File: config.mk
export PLATFORM = sky130hd
export DESIGN_NAME = pes_nrd_div
export DESIGN_NICKNAME = d
export VERILOG_FILES = /design/src/rtl/pes_div_pkg.sv /design/src/rtl/pes_nrd_step.sv /design/src/rtl/pes_nrd_div.sv
export SDC_FILE = /design/constraint.sdc
export NUM_CORES = 1
export LEC_CHECK = 0
export ABC_AREA = 1
export ABC_CLOCK_PERIOD_IN_PS = 3200
export CAP_MARGIN = 20
export CORE_ASPECT_RATIO = 1.75
export CORE_UTILIZATION = 30
export CTS_BUF_LIST = sky130_fd_sc_hd__clkbuf_16
export CTS_CLUSTER_DIAMETER = 30
export CTS_CLUSTER_SIZE = 8
export DETAILED_ROUTE_END_ITERATION = 16
export GPL_ROUTABILITY_DRIVEN = 0
export PLACE_DENSITY = 0.59
export SETUP_SLACK_MARGIN = 0.15
export SYNTH_ARGS = -nofsm -noshare
export SYNTH_HDL_FRONTEND = slang
export SYNTH_HIERARCHICAL = 1
export SYNTH_SLANG_ARGS = --single-unit
File: constraint.sdc
create_clock -name clk -period 3.2 [get_ports clk]
set_input_delay 0.64 -clock clk [delete_from_list [all_inputs] [get_ports clk]]
set_output_delay 0.64 -clock clk [all_outputs]
set_load 0.01 [all_outputs]
File: src/rtl/pes_div_pkg.sv
// Shared types and constants for the non-restoring divider.
package pes_div_pkg;

    typedef enum logic [1:0] {
        IDLE = 2'd0,
        RUN  = 2'd1,
        FIX  = 2'd2
    } state_e;

    // Replicated to WIDTH bits for the divide-by-zero quotient.
    localparam logic DBZ_Q_BIT = 1'b1;

    function automatic int cnt_w(input int w);
        return $clog2(w + 1);
    endfunction

endpackage

File: src/rtl/pes_nrd_step.sv
// One combinational non-restoring iteration: shift {A,Q}, add or subtract M, set a quotient bit.
module pes_nrd_step #(
    parameter int WIDTH = 4
) (
    input  logic [WIDTH:0]   a_i,
    input  logic [WIDTH-1:0] q_i,
    input  logic [WIDTH-1:0] m_i,
    output logic [WIDTH:0]   a_o,
    output logic [WIDTH-1:0] q_o
);

    logic [WIDTH:0] a_sh;
    logic [WIDTH:0] m_ext;
    logic [WIDTH:0] a_nxt;

    always_comb begin
        a_sh  = {a_i[WIDTH-1:0], q_i[WIDTH-1]};
        m_ext = {1'b0, m_i};
        // The sign of the old partial remainder selects add or subtract.
        if (a_i[WIDTH]) begin
            a_nxt = a_sh + m_ext;
        end else begin
            a_nxt = a_sh - m_ext;
        end
        a_o = a_nxt;
        q_o = {q_i[WIDTH-2:0], ~a_nxt[WIDTH]};
    end

endmodule

File: src/rtl/pes_nrd_div.sv
// Sequential unsigned non-restoring divider: WIDTH iteration cycles plus one correction cycle.
module pes_nrd_div
    import pes_div_pkg::*;
#(
    parameter int WIDTH = 4
) (
    input  logic             clk,
    input  logic             reset,
    input  logic             start,
    input  logic [WIDTH-1:0] dividend,
    input  logic [WIDTH-1:0] divisor,
    output logic [WIDTH-1:0] quotient,
    output logic [WIDTH-1:0] remainder,
    output logic             busy,
    output logic             done,
    output logic             div_by_zero
);

    localparam int CNT_W = cnt_w(WIDTH);

    state_e           state_q, state_d;
    logic [WIDTH:0]   a_q, a_d;
    logic [WIDTH-1:0] q_q, q_d;
    logic [WIDTH-1:0] m_q, m_d;
    logic [CNT_W-1:0] cnt_q, cnt_d;
    logic [WIDTH-1:0] quo_q, quo_d;
    logic [WIDTH-1:0] rem_q, rem_d;
    logic             dbz_q, dbz_d;
    logic             done_q, done_d;

    logic [WIDTH:0]   step_a;
    logic [WIDTH-1:0] step_q;
    logic [WIDTH:0]   a_fix;

    pes_nrd_step #(
        .WIDTH(WIDTH)
    ) u_step (
        .a_i(a_q),
        .q_i(q_q),
        .m_i(m_q),
        .a_o(step_a),
        .q_o(step_q)
    );

    always_ff @(posedge clk) begin
        if (reset) begin
            state_q <= IDLE;
            a_q     <= '0;
            q_q     <= '0;
            m_q     <= '0;
            cnt_q   <= '0;
            quo_q   <= '0;
            rem_q   <= '0;
            dbz_q   <= 1'b0;
            done_q  <= 1'b0;
        end else begin
            state_q <= state_d;
            a_q     <= a_d;
            q_q     <= q_d;
            m_q     <= m_d;
            cnt_q   <= cnt_d;
            quo_q   <= quo_d;
            rem_q   <= rem_d;
            dbz_q   <= dbz_d;
            done_q  <= done_d;
        end
    end

    always_comb begin
        state_d = state_q;
        a_d     = a_q;
        q_d     = q_q;
        m_d     = m_q;
        cnt_d   = cnt_q;
        quo_d   = quo_q;
        rem_d   = rem_q;
        dbz_d   = dbz_q;
        done_d  = 1'b0;
        a_fix   = a_q;

        case (state_q)
            IDLE: begin
                if (start) begin
                    if (divisor == '0) begin
                        quo_d  = {WIDTH{DBZ_Q_BIT}};
                        rem_d  = dividend;
                        dbz_d  = 1'b1;
                        done_d = 1'b1;
                    end else begin
                        a_d     = '0;
                        q_d     = dividend;
                        m_d     = divisor;
                        cnt_d   = CNT_W'(WIDTH);
                        state_d = RUN;
                    end
                end
            end
            RUN: begin
                a_d   = step_a;
                q_d   = step_q;
                cnt_d = cnt_q - CNT_W'(1);
                if (cnt_q == CNT_W'(1)) begin
                    state_d = FIX;
                end
            end
            FIX: begin
                // A negative final partial remainder is restored once by adding M back.
                if (a_q[WIDTH]) begin
                    a_fix = a_q + {1'b0, m_q};
                end
                a_d     = a_fix;
                quo_d   = q_q;
                rem_d   = a_fix[WIDTH-1:0];
                dbz_d   = 1'b0;
                done_d  = 1'b1;
                state_d = IDLE;
            end
            default: begin
                state_d = IDLE;
            end
        endcase
    end

    assign quotient    = quo_q;
    assign remainder   = rem_q;
    assign div_by_zero = dbz_q;
    assign done        = done_q;
    assign busy        = (state_q != IDLE);

endmodule

# Yosys cells after proc, flatten, opt, wreduce, memory -nomap -nowiden
# Cells that the tools add are included.
dict set report totals {
  register_bits 28
  output_inout_bits 11
}
dict set report op_classes {
  eq_ne 7
  n_mux 27
  n_reduce_logical 11
  bitwise 2
  add_sub_neg 4
}
# cell n
set op_table {}
lappend op_table {{2-to-1 mux 4 bit} 6}
lappend op_table {{case mux 4 bit (2 select lines)} 3}
lappend op_table {{2-to-1 mux 5 bit} 4}
lappend op_table {{case mux 5 bit (3 select lines)} 1}
lappend op_table {{AND reduction 3 bit} 5}
lappend op_table {{adder 5 x 4 -> 5 bit} 2}
lappend op_table {{inequality test 2 bit, second input constant} 4}
lappend op_table {{2-to-1 mux 2 bit} 3}
lappend op_table {{2-to-1 mux 3 bit} 2}
lappend op_table {{case mux 3 bit (2 select lines)} 1}
lappend op_table {{nonzero test 2 bit} 3}
lappend op_table {{subtractor 5 x 4 -> 5 bit} 1}
lappend op_table {{logical NOT 4 bit} 1}
lappend op_table {{2-to-1 mux 1 bit} 4}
lappend op_table {{case mux 1 bit (2 select lines)} 2}
lappend op_table {{case mux 2 bit (2 select lines)} 1}
lappend op_table {{== test 3 x 1 -> 1 bit, second input constant} 1}
lappend op_table {{nonzero test 3 bit} 1}
lappend op_table {{subtractor 3 x 1 -> 3 bit, second input constant} 1}
lappend op_table {{== test 2 x 1 -> 1 bit, second input constant} 1}
lappend op_table {{== test 2 bit, second input constant} 1}
lappend op_table {{logical NOT 2 bit} 1}
lappend op_table {{NOT 1 bit} 2}

# Longest topological paths before layout
dict set report logic_depth {
  ltp_word 4
  ltp_mapped 16
}

# Modules after synthesis
# Netlist, hierarchy kept.
# module area_each_um2 instances cells_per_inst
set by_module_without_submodules {}
lappend by_module_without_submodules {pes_nrd_div 1485.2 1 200}
lappend by_module_without_submodules {pes_nrd_step 290.3 1 47}

# Least setup slack after synthesis
# OpenSTA, ideal clock, no wires.
dict set report synth_path {
  path_kind {register -> register}
  from {register m_q[0]}
  to {register a_q[4]}
  path_slack_ps 1232
  path_buffers 0
  arrival_time_ps 1896
  stages_incl_launch_ff 13
  t_required_ps 3128
  setup_time_ps 72
  path_cell_list {dfxtp_1 > inv_1 > ha_1 > nand2_1 > o21ai_0 > fa_1 > a21oi_1 > nand2_1 > nand2_1 > nand2_1 > o21ai_0 > nand2_1 > a21oi_1}
}
dict set report synth_via {
  elab_chain_len 3
  elab_cells_between_ends 6
  classes_between {3 x add/sub; 3 x mux}
}
# element line
set synth_lines {}
lappend synth_lines {{from (decl)} pes_nrd_div.sv:24} ;# logic [WIDTH-1:0] m_q, m_d;
lappend synth_lines {{from (signal assigned)} pes_nrd_div.sv:60} ;# m_q <= m_d;
lappend synth_lines {{subtractor 5 x 4 -> 5 bit / adder 5 x 4 -> 5 bit (equally long branches)} {pes_nrd_step.sv:23, pes_nrd_step.sv:21}}
lappend synth_lines {{2-to-1 mux 5 bit *} pes_nrd_step.sv:20} ;# if (a_i[WIDTH]) begin
lappend synth_lines {{via step_a[4]} pes_nrd_div.sv:31} ;# logic [WIDTH:0] step_a;
lappend synth_lines {{case mux 5 bit (3 select lines) *} pes_nrd_div.sv:81} ;# case (state_q)
lappend synth_lines {{to (signal assigned)} pes_nrd_div.sv:48} ;# a_q <= '0;
lappend synth_lines {{to (signal assigned)} pes_nrd_div.sv:58} ;# a_q <= a_d;
lappend synth_lines {{to (decl)} pes_nrd_div.sv:22} ;# logic [WIDTH:0] a_q, a_d;
# The timed path passes the listed nets; every way through them passes the cells marked *.
# A chain may end at the register's enable or synchronous reset.

# Final worst setup path
dict set report layout_path {
  from {register state_q[0]}
  to {output port busy}
}
dict set report layout_via {
  elab_chain_len 1
}
# element line
set layout_lines {}
lappend layout_lines {{from (decl)} pes_nrd_div.sv:21} ;# state_e state_q, state_d;
lappend layout_lines {{from (signal assigned)} pes_nrd_div.sv:57} ;# state_q <= state_d;
lappend layout_lines {{nonzero test 2 bit} pes_nrd_div.sv:128} ;# assign busy = (state_q != IDLE);
lappend layout_lines {{to (decl)} pes_nrd_div.sv:14} ;# output logic busy,
# Every way passes these cells.

==> out/metrics.cfg <==
[status]
outcome=completed

[detailed_routing]
drtPass1Iterations=4
ant_nets=0
wl_mm=4.42
drt_iter0_drc=35
drc=0
via_count=1600
viasPerCell=4.73
wl_per_cell_microns=13.1

[floorplanning]
fp.dieArea_sq_um=6240
die_h_microns=104
num_rows=36
top_level_ports=22
die_w_microns=60.2
start_util_pct=31.5
core_area_sq_um=5630

[clock_tree]
cts_tree=done
cts_hold_buffers=0
cts_buffers=3
post_cts_buffers=0
worstSkewPairLatency_ns=0.27
cts_resized=0
cts_buffer_depth=2
clkSinkCount=28
cts_htree_levels=1
cts_root_buf=clkbuf_16
clk_pin_slew_worst_paths_ns=0.07

[synth]
synth.area.top_cells=dfxtp_1 (32%), nand2_1 (15%), ha_1 (9.9%)
yosysSeqAreaShare_pct=31.6
yosysTopAreaCell=dfxtp_1
synth_cell_types=27
syn_inst=247
ys_ff_latch=28
syn_area_sq_um=1780
syn_nets=274
synth.avg_cell_area_sq_um=7.19
synth_top_cell_area_share_pct=31.6
yosysWarnings=6

[timing]
max_freq_mhz=439
finalCritPeriodShare_pct=71.2
maxSlewHeadroom_pct=62.6
tightest_slew_ns=0.560
slew_violations=0
whs_ns=0.470
setup_viol=0
rsz0062_at_grt=false
setup_ws_ns=0.922
skew_ns=0.00251
period_needed_ns=2.28
hold_viol=0
tns_ns=0

[layout]
layout.nets=291
regArea_sq_um=561
multi_input_comb_area_sq_um=1030
drive_above_1_share_pct=9.16
fillers=597
utilization_pct=37.2
fin_area_sq_um=2100
area_delta_synth_final_pct=18.0
antennaDiodeCount=0

[global_routing]
grt_first_pass_wirelength_mm=7.53
grt_usage_pct=15.7
antenna_found_initial=0
grt_overflow=0
grt_pass1_vias=1563
grt_max_degree=20

[setup_path]
path_max_fanout=4
cp-end-kind=output pin
crit_type=reg2out
cp_common_cell=inv_1
slowest_stage=clkdlybuf4s50_1
start_kind=register
critPathRequiredTime_ns=2.56
path_cells=inv_1 > ha_1 > inv_1 > clkdlybuf4s50_1
arrival_ns=1.64
max_stage_delay_ns=0.54
crit_buf_inv=3
path_delay_family=buffers and inverters

[worst_hold_path]
hold_class=reg2reg

[run]
drv_cap=0

[placed_design]
placed_area_sq_um=2020
dpl.hpwl_mm=3.46
port_buffers=21
dp_slack_ns=0.980

[pwr]
p_per_area_nw_per_um2=493
vdd_drop_max_uv=288
power_leakage_nw=0.873

-- logic make-up after synthesis --
| family | Yosys count | share of synthesized area [%] |
|---|---|---|
| DFF | 28 | 31.6 |
| adders and majority gates | 16 | 12.1 |
| xor gates and xnor gates | 5 | 2.47 |
| AOI/OAI and AO/OA | 61 | 19.7 |
| and+or+nand+nor | 97 | 24.0 |
| buffers and inverters | 40 | 10.1 |
-- placed cells by master, fill, tap and decap left out, drive strengths merged --
cell           synthesis  final
buf                    8      1
o211ai                 1      1
nand3                 11     11
a21oi                 28     28
xnor2                  2      2
inv                   30     30
clkbuf                 2      3
nand4                  1      1
xor2                   3      3
dfxtp                 28     28
clkdlybuf4s50          0     21
fa                     2      2
nand2                 75     75
a31oi                  7      7
o21ai                 25     25
nor2                  10     10
ha                    14     14
-- power by group --
group | internal (W) | switching (W)
logic | 0.000129 | 0.000200
clock network | 0.000166 | 0.000120
registers | 0.000388 | 0.0000312
total | 0.000682 | 0.000352
-- cell usage after synthesis --
master,number
buf_2,2
ha_1,14
buf_6,2
nor2_1,9
nand3_1,9
dfxtp_1,28
nand2_1,70
inv_1,28
nand2_2,5
o21ai_1,5
a31oi_1,7
nand3_2,2
o21ai_0,16
nor2_4,1
buf_1,1
inv_2,2
o21ai_2,4
clkbuf_1,1
a21oi_2,5
xnor2_1,2
buf_4,3
a21oi_1,23
o211ai_1,1
xor2_1,3
fa_1,2
nand4_4,1
clkbuf_2,1
-- final cells by class --
| cell class | instances | area share [%] |
|---|---|---|
| repair buffers | 22 | 10.4 |
| well taps | 76 | 4.54 |
| multi-input cells | 179 | 49.4 |
| clock buffers | 3 | 3.58 |
| inverters | 30 | 5.37 |
| flip-flops and latches | 28 | 26.7 |
-- state kept, by name, indices dropped and copies added (netlist names) --
register,count
a_q,5
m_q,4
q_q,4
quotient,4
remainder,4
cnt_q,3
state_q,2
div_by_zero,1
done,1
-- metal layers --
layer	track usage, %	up-vias	wire length [microns]	share of wire, %
li1	-	836	-	-
met4	7.64	0	161	3.6
met5	0	-	0	0
met3	1.62	10	89	2.0
met2	28.3	21	2440	55
met1	17.2	733	1730	39
-- final timing paths --
| path | start | endpoint | slack (ns) | cells past startpoint |
|---|---|---|---|---|
| max | state_q[0]$_SDFFE_PP0P_ | busy | 0.92 | 4 |
| max reg2reg | a_q[4]$_SDFFE_PP0P_ | a_q[4]$_SDFFE_PP0P_ | 0.98 | 11 |
| min reg2reg | div_by_zero$_SDFFE_PP0P_ | div_by_zero$_SDFFE_PP0P_ | 0.47 | 2 |
| min | div_by_zero$_SDFFE_PP0P_ | div_by_zero$_SDFFE_PP0P_ | 0.47 | 2 |
-- worst min-delay path: cells and delay by family (launching register included) --
| family | cells | cell delay [ns] |
|---|---|---|
| AND/OR/NAND/NOR | 1 | 0.06 |
| flip-flops | 1 | 0.31 |
| AO/OA/AOI/OAI | 1 | 0.05 |
-- per-stage QoR --
step	power (W)	cells
3_5_place_dp	0.000756	335
5_1_grt	0.00110	338
6_report	0.00103	338
2_1_floorplan	0.000664	247
4_1_cts	0.00104	338
3_3_place_gp	0.000755	335
No activity file was read; power rests on OpenSTA's default activity.
